$ cat src/rtl/uart_pkg.sv
// Shared UART definitions: frame FSM states and the oversampling ratio,
// used by both the transmit and receive paths.
package uart_pkg;

    typedef enum logic [1:0] {
        IDLE  = 2'd0,
        START = 2'd1,
        DATA  = 2'd2,
        STOP  = 2'd3
    } uart_state_e;

    localparam int OVERSAMPLE = 16;

    function automatic int max_int(input int a, input int b);
        return (a > b) ? a : b;
    endfunction

endpackage

$ cat src/rtl/uart_tx.sv
// 8N1-style UART transmitter: serialises one DBIT-wide word per request,
// LSB first, timed by an external 16x oversample strobe.
module uart_tx
    import uart_pkg::*;
#(
    parameter int DBIT    = 8,
    parameter int SB_TICK = 16
) (
    input  logic            clk,
    input  logic            rst_n,
    input  logic            s_tick,
    input  logic            tx_start,
    input  logic [DBIT-1:0] din,
    output logic            tx_busy,
    output logic            tx_done_tick,
    output logic            tx
);

    localparam int S_W = $clog2(max_int(OVERSAMPLE, SB_TICK) + 1);
    localparam int N_W = (DBIT > 1) ? $clog2(DBIT) : 1;

    localparam logic [S_W-1:0] S_BIT_LAST  = S_W'(OVERSAMPLE - 1);
    localparam logic [S_W-1:0] S_STOP_LAST = S_W'(SB_TICK - 1);
    localparam logic [S_W-1:0] S_ONE       = S_W'(1);
    localparam logic [N_W-1:0] N_LAST      = N_W'(DBIT - 1);
    localparam logic [N_W-1:0] N_ONE       = N_W'(1);

    uart_state_e     state_r, state_s;
    logic [S_W-1:0]  s_r, s_s;
    logic [N_W-1:0]  n_r, n_s;
    logic [DBIT-1:0] b_r, b_s;
    logic            tx_r, tx_s;
    logic            busy_r, busy_s;
    logic            done_r, done_s;

    // Frame sequencing: next state, counters, shift register and output levels.
    always_comb begin
        state_s = state_r;
        s_s     = s_r;
        n_s     = n_r;
        b_s     = b_r;
        done_s  = 1'b0;

        case (state_r)
            IDLE: begin
                if (tx_start) begin
                    state_s = START;
                    s_s     = {S_W{1'b0}};
                    b_s     = din;
                end else begin
                    state_s = IDLE;
                end
            end
            START: begin
                if (s_tick) begin
                    if (s_r == S_BIT_LAST) begin
                        state_s = DATA;
                        s_s     = {S_W{1'b0}};
                        n_s     = {N_W{1'b0}};
                    end else begin
                        s_s = s_r + S_ONE;
                    end
                end else begin
                    s_s = s_r;
                end
            end
            DATA: begin
                if (s_tick) begin
                    if (s_r == S_BIT_LAST) begin
                        s_s = {S_W{1'b0}};
                        b_s = b_r >> 1;
                        if (n_r == N_LAST) begin
                            state_s = STOP;
                        end else begin
                            n_s = n_r + N_ONE;
                        end
                    end else begin
                        s_s = s_r + S_ONE;
                    end
                end else begin
                    s_s = s_r;
                end
            end
            STOP: begin
                if (s_tick) begin
                    if (s_r == S_STOP_LAST) begin
                        state_s = IDLE;
                        done_s  = 1'b1;
                    end else begin
                        s_s = s_r + S_ONE;
                    end
                end else begin
                    s_s = s_r;
                end
            end
            default: begin
                state_s = IDLE;
            end
        endcase

        // Line level follows the state being entered so tx can come straight from a flop.
        case (state_s)
            IDLE:    tx_s = 1'b1;
            START:   tx_s = 1'b0;
            DATA:    tx_s = b_s[0];
            STOP:    tx_s = 1'b1;
            default: tx_s = 1'b1;
        endcase

        busy_s = (state_s != IDLE);
    end

    // State and output registers; reset returns the line to idle high at once.
    always_ff @(posedge clk or negedge rst_n) begin
        if (!rst_n) begin
            state_r <= IDLE;
            s_r     <= {S_W{1'b0}};
            n_r     <= {N_W{1'b0}};
            b_r     <= {DBIT{1'b0}};
            tx_r    <= 1'b1;
            busy_r  <= 1'b0;
            done_r  <= 1'b0;
        end else begin
            state_r <= state_s;
            s_r     <= s_s;
            n_r     <= n_s;
            b_r     <= b_s;
            tx_r    <= tx_s;
            busy_r  <= busy_s;
            done_r  <= done_s;
        end
    end

    assign tx           = tx_r;
    assign tx_busy      = busy_r;
    assign tx_done_tick = done_r;

endmodule

$ cat config.mk
export PLATFORM = sky130hd
export DESIGN_NAME = uart_tx
export DESIGN_NICKNAME = d
export VERILOG_FILES = /design/src/rtl/uart_pkg.sv /design/src/rtl/uart_tx.sv
export SDC_FILE = /design/constraint.sdc
export NUM_CORES = 1
export LEC_CHECK = 0
export ABC_CLOCK_PERIOD_IN_PS = 2150
export CAP_MARGIN = 15
export CORE_MARGIN = 3
export CORE_UTILIZATION = 44
export DETAILED_ROUTE_END_ITERATION = 8
export GPL_ROUTABILITY_DRIVEN = 0
export GPL_TIMING_DRIVEN = 0
export PLACE_DENSITY = 0.67
export RECOVER_POWER = 100
export SLEW_MARGIN = 20
export SYNTH_ARGS = -nofsm -noshare
export SYNTH_HDL_FRONTEND = slang
export SYNTH_SLANG_ARGS = --single-unit
$ cat constraint.sdc
create_clock -name clk -period 2.15 [get_ports clk]
set_input_delay 0.5375 -clock clk [delete_from_list [all_inputs] [get_ports clk]]
set_output_delay 0.5375 -clock clk [all_outputs]
set_load 0.005 [all_outputs]
==> flow_summary.toml, run 1 <==
[drt]
drt_first_iter_violations = 38
ant_nets = 0
remaining_drc_errors = 0
routed_via_density = 5.76
first_pass_iters = 4
wire_per_inst_um = 15.6
wl_mm = 2.86
vias = 1054

[worst_setup_path]
crit_slowest_cell = "dfrtp_1"
cpLargestDelayFamily = "compound AO/OA/AOI/OAI gates"
critPathArrivalTime_ns = 2.48
path_class = "reg -> reg"
worstReg2RegStart = "s_r[0]"
critical_path.cell_chain = "ha_2 > and3_4 > ha_4 > a2bb2oi_1 > o21ai_0 > a21o_1 > ha_1 > a21o_1 > a41oi_2"
r2r_slack_ns = -0.07
slowest_delay_ns = 0.42
path_buf_inv = 0
critPathLaunchType = "flip-flop"
reg2reg_to = "tx"
cp_data_required_time_ns = 2.41
cp-end-kind = "flip-flop"
crit_top_cell = "a21o_1"
cp_max_fo = 6
r2r_cells = 9

[timing]
setup_viol = 1
fin_ws_ns = -0.0734
finalMaxSlewViolations = 0
finalCriticalPeriod_ns = 2.22
tightest_slew_ns = 0.986
period_share_pct = 103
hold_viol_final = 0
final.setup_skew_ns = 0.00762
final.setup.tns_ns = -0.0734
max_freq_mhz = 450
slew_headroom_pct = 34.0
rsz0062_at_grt = "yes"

[placement]
preCtsSetupSlack_ns = -0.704
place_inst = 169
dp_hpwl_mm = 1.93
io_buffer_count = 14

[layout]
regArea_um2 = 527
fin_nets = 178
multi_input_area_um2 = 811
drive_above_1_share_pct = 26.3
stdcell_count = 183
area_growth_pct = 26.9
fill_cells = 243
most-common-layout-cells = "20 x dfrtp_1, 12 x clkdlybuf4s50_1, 11 x a22o_1"
n_antenna_cell = 0
final_common_cell = "dfrtp_1"

[pwr]
peakVddDrop_mv = 0.666
p_leak_uw = 0.000766
power.density_nw_per_um2 = 847

[status]
status = "complete, but fails checks"
violations = "negative setup slack"

[floorplanning]
die_area_um2 = 3730
die_h_um = 61.1
rows = 19
die_x_um = 61.1
core-area_um2 = 2830
boundaryPins = 15
initial_utilization_pct = 47.2

[global_route]
use_met1_pct = 21.9
antenna_found_initial = 0
grt_use_total_pct = 17.8
use_met2_pct = 29.2
grt_max_degree = 22
overflow = 0
grt_pass1_wl_mm = 4.81
grt_pass1_vias = 1060
met3_usage_pct = 4.61
grt-busiest-layer = "met2"

[clocking]
clock_path_buffers = 2
clk_pin_slew_ns = 0.13
cts_tree = "done"
cts.sinks = 21
cts.htree.levels = 1
cts-root-buf = "clkbuf_4"
clk_latency_ns = 0.32
cts_made_buffers = 3

[yosys]
yosysWarnings = 0
synth-seq-area-share_pct = 39.4
synth_cells = 124
async_reset_ff_share_pct = 100
ys_types = 40
yosys_most_used_dff = "dfrtp_1"
synth-seq-cells = 21
synth_nets = 149
synth_area_per_cell_um2 = 10.8
netlist_area_um2 = 1340
synth_edf_count = 0

[hold_path]
holdPathEnd = "b_r[3]"
hold_path.startpoint = "b_r[3]"
min_path_type = "reg -> reg"
whs_path_depth = 1

[run]
cap_violations = 0
worst register-to-register path, cell delays in order (launching register included):
cell and delay [ns]:
dfrtp_1 0.42, ha_2 0.19, and3_4 0.20, ha_4 0.18
a2bb2oi_1 0.17, o21ai_0 0.16, a21o_1 0.22, ha_1 0.30
a21o_1 0.17, a41oi_2 0.15
final cells by class:
type,count,area share (%)
multi-input combinational,88,47.8
sequential,21,31.1
buffer,5,2.21
inverter,10,2.21
clock inverter,1,0.443
timing repair buffer,24,12.6
tap,31,2.29
clock buffer,3,1.33
flip-flops by register name, summed over array words and instances (netlist names):
| signal | count |
|---|---|
| tx | 1 |
| state_r | 2 |
| n_r | 3 |
| tx_busy | 1 |
| b_r | 8 |
| s_r | 5 |
| tx_done_tick | 1 |
synth_stat cells, types with 2 or more instances:
cell	instances	share of area [%]
o211ai_1	2	1.1
clkbuf_1	3	0.84
and3_1	4	1.9
a21o_1	3	1.7
inv_1	10	2.8
a21boi_0	2	1.1
a41oi_1	2	1.3
o41ai_1	2	1.3
ha_1	13	12
nand2_1	7	2.0
nor2b_1	2	0.94
a22o_1	11	7.2
mux2_2	7	5.9
nand2b_1	5	2.3
and2_1	2	0.94
a21oi_1	2	0.75
nand3_1	2	0.75
o21ai_0	4	1.5
dfrtp_1	20	37
worst max-delay path by stage:
stage | startpoint | endpoint | slack (ns) | cells past startpoint
floorplan | s_r[0] | tx | 0.02 | 9
global placement | s_tick | tx | -0.60 | 8
detailed placement | s_tick | tx | -0.70 | 8
CTS | s_r[0] | tx | -0.02 | 9
global route | s_r[0] | tx | -0.15 | 9
finish | s_r[0] | tx | -0.07 | 9
layer usage:
metal / vias to the layer above / part of all wire, %
li1: 510 / -
met4: 0 / 1.6
met3: 5 / 4.5
met5: - / 0
met1: 513 / 46
met2: 26 / 48
power by group:
group	total (uW)	switching (uW)	internal, uW
clock network	207	136	71.2
registers	571	62.5	508
logic	658	302	356
per-stage QoR:
step	cell area [um^2]	power [uW]	hold slack (ns)	utilization (%)
2_1_floorplan	1340	978	0.242	-
3_3_place_gp	1520	1120	0.491	53.6
3_5_place_dp	1520	1140	0.491	53.6
4_1_cts	1640	1400	0.527	57.9
5_1_grt	1700	1550	0.552	59.9
6_report	1700	1440	0.526	59.9
repair_timing:
action | CTS | global route
setup buffers | 5 | 5
pin swaps | 4 | 1
gates resized for setup | 14 | 4
hold buffers | 0 | 0
endpoints found under the setup margin | 11 | 10
cell families (layout without fill, tap and decap cells):
group | Yosys count | in the layout | synth area share [%]
buf+inv | 15 | 43 | 4.78
flops | 21 | 21 | 39.4
mux | 9 | 9 | 7.77
simple gates | 28 | 28 | 12.8
fa+ha+maj | 13 | 13 | 12.2
compound gates | 38 | 38 | 23.0
Note: power is estimated with default switching activity, not from simulation.
==> inputs of run 2 (changes only) <==
SETUP_SLACK_MARGIN = 0.2   (was not set)
==> flow_summary.toml, run 2 (synthesized netlist as in run 1, its figures left out) <==
[worst_setup_path]
crit_start = "s_r[1]"
cp_max_fo = 5
path_class = "reg -> reg"
cp_data_required_time_ns = 2.40
critPathCapture = "tx"
reg2reg_to = "tx"
cp-end-kind = "flip-flop"
critPathLaunchType = "flip-flop"
critPathArrivalTime_ns = 2.32
r2r_cells = 9
r2r_slack_ns = 0.08
worstReg2RegStart = "s_r[1]"

[timing]
setup_viol = 0
final.setup_skew_ns = 0.00916
finalCriticalPeriod_ns = 2.07
period_share_pct = 96.2
hold_viol_final = 0
tightest_slew_ns = 0.990
max_freq_mhz = 483
holdWs_ns = 0.524
slew_headroom_pct = 33.8
finalMaxSlewViolations = 0
rsz0062_at_grt = "yes"

[global_route]
grt_max_degree = 22
grt_pass1_wl_mm = 4.69
antenna_found_initial = 0
overflow = 0
grt_pass1_vias = 1077
grt_use_total_pct = 16.8

[clocking]
cts_made_buffers = 3
cts.sinks = 21
clock_path_buffers = 2
clk_latency_ns = 0.32
cts-root-buf = "clkbuf_4"
cts.htree.levels = 1
cts_tree = "done"
clk_pin_slew_ns = 0.13

[layout]
most-common-layout-cells = "20 x dfrtp_1, 12 x clkdlybuf4s50_1, 12 x buf_4, 11 x a22o_1, 10 x inv_1"
largest-register = "b_r"
area_growth_pct = 37.9
regArea_um2 = 527
n_antenna_cell = 0
reg.largest.list = "b_r: 8 flops, s_r: 5 flops, n_r: 3 flops"
fin_nets = 183
multi_input_area_um2 = 910
stdcell_count = 188
drive_above_1_share_pct = 34.4
utilization_pct = 65.1
largest_register_ffs = 8
fill_cells = 219
stdcell_area_um2 = 1840
final_common_cell = "dfrtp_1"

[drt]
ant_nets = 0
drt_first_iter_violations = 35
wl_mm = 3.24
routed_via_density = 5.91
first_pass_iters = 4
wire_per_inst_um = 17.2
remaining_drc_errors = 0
vias = 1112

[placement]
place_area_um2 = 1560
place_inst = 169
io_buffer_count = 14
dp_hpwl_mm = 1.86

[floorplanning]
rows = 19
core-area_um2 = 2830
boundaryPins = 15
die_area_um2 = 3730
initial_utilization_pct = 47.2
die_x_um = 61.1
die_h_um = 61.1

[status]
status = "complete, no violations"

[pwr]
p_leak_uw = 0.000831
power.density_nw_per_um2 = 894
peakVddDrop_mv = 0.499

[hold_path]
min_path_type = "reg -> reg"
whs_path_depth = 1

[run]
cap_violations = 0
run 2: cell count changes in the layout (fill, tap and decap cells not counted), moves of 2 or more:
cell	previous run	this run
ha_4	2	4
buf_6	1	4
buf_4	10	12
ha_1	10	7
o21ai_0	4	2
mux2_2	7	1
mux2_4	1	7
run 2: how the worst min path moves through the flow:
stage | from | to | slack (ns)
detailed placement | b_r[1] | b_r[1] | 0.49
global placement | b_r[1] | b_r[1] | 0.49
floorplan | rst_n | b_r[0] | 0.24
finish | b_r[3] | b_r[3] | 0.52
CTS | b_r[1] | b_r[1] | 0.52
global route | b_r[1] | b_r[1] | 0.53
run 2: area by class of cell:
class | instances | share of cell area [%]
multi-input combinational | 88 | 49.4
sequential | 21 | 28.6
timing repair buffer | 29 | 14.3
buffer | 5 | 2.24
tap | 31 | 2.10
inverter | 10 | 2.04
clock buffer | 4 | 1.43
run 2: critical path, cell delays in order, from the launching register on:
cell and delay [ns]:
dfrtp_1 0.41, ha_2 0.19, and3_4 0.20, ha_4 0.20
a2bb2oi_2 0.17, o21ai_2 0.08, a21o_1 0.22, ha_4 0.22
a21o_1 0.16, a41oi_2 0.14
run 2: routing by layer:
layer / vias up / global-route usage (%) / wire length (um) / share of wire [%]
met4: 0 / 8.05 / 87 / 2.7
met1: 553 / 19.5 / 1350 / 42
li1: 529 / - / - / -
met5: - / 0 / 0 / 0
met3: 10 / 2.31 / 76 / 2.3
met2: 20 / 30.4 / 1720 / 53
run 2: where the power goes:
group | switching [uW] | total [uW] | internal (uW)
sequential | 64.9 | 573 | 508
combinational | 365 | 867 | 503
clock | 136 | 208 | 72.7
total | 565 | 1650 | 1080
run 2: stage by stage:
stage / TNS (ns) / setup slack, ns / total power (uW)
5_1_grt: -0.00774 / -0.00774 / 1760
6_report: 0 / 0.0810 / 1650
4_1_cts: 0 / 0.0329 / 1430
3_3_place_gp: -1.78 / -0.558 / 1140
2_1_floorplan: 0 / 0.109 / 991
3_5_place_dp: -1.66 / -0.558 / 1150
run 2: timing repair:
action,CTS,global route
hold buffers,0,0
setup endpoints to repair,14,12
pin swaps,6,10
cloned,0,0
hold endpoints to repair,0,0
gates resized for setup,10,24
setup buffers,9,6
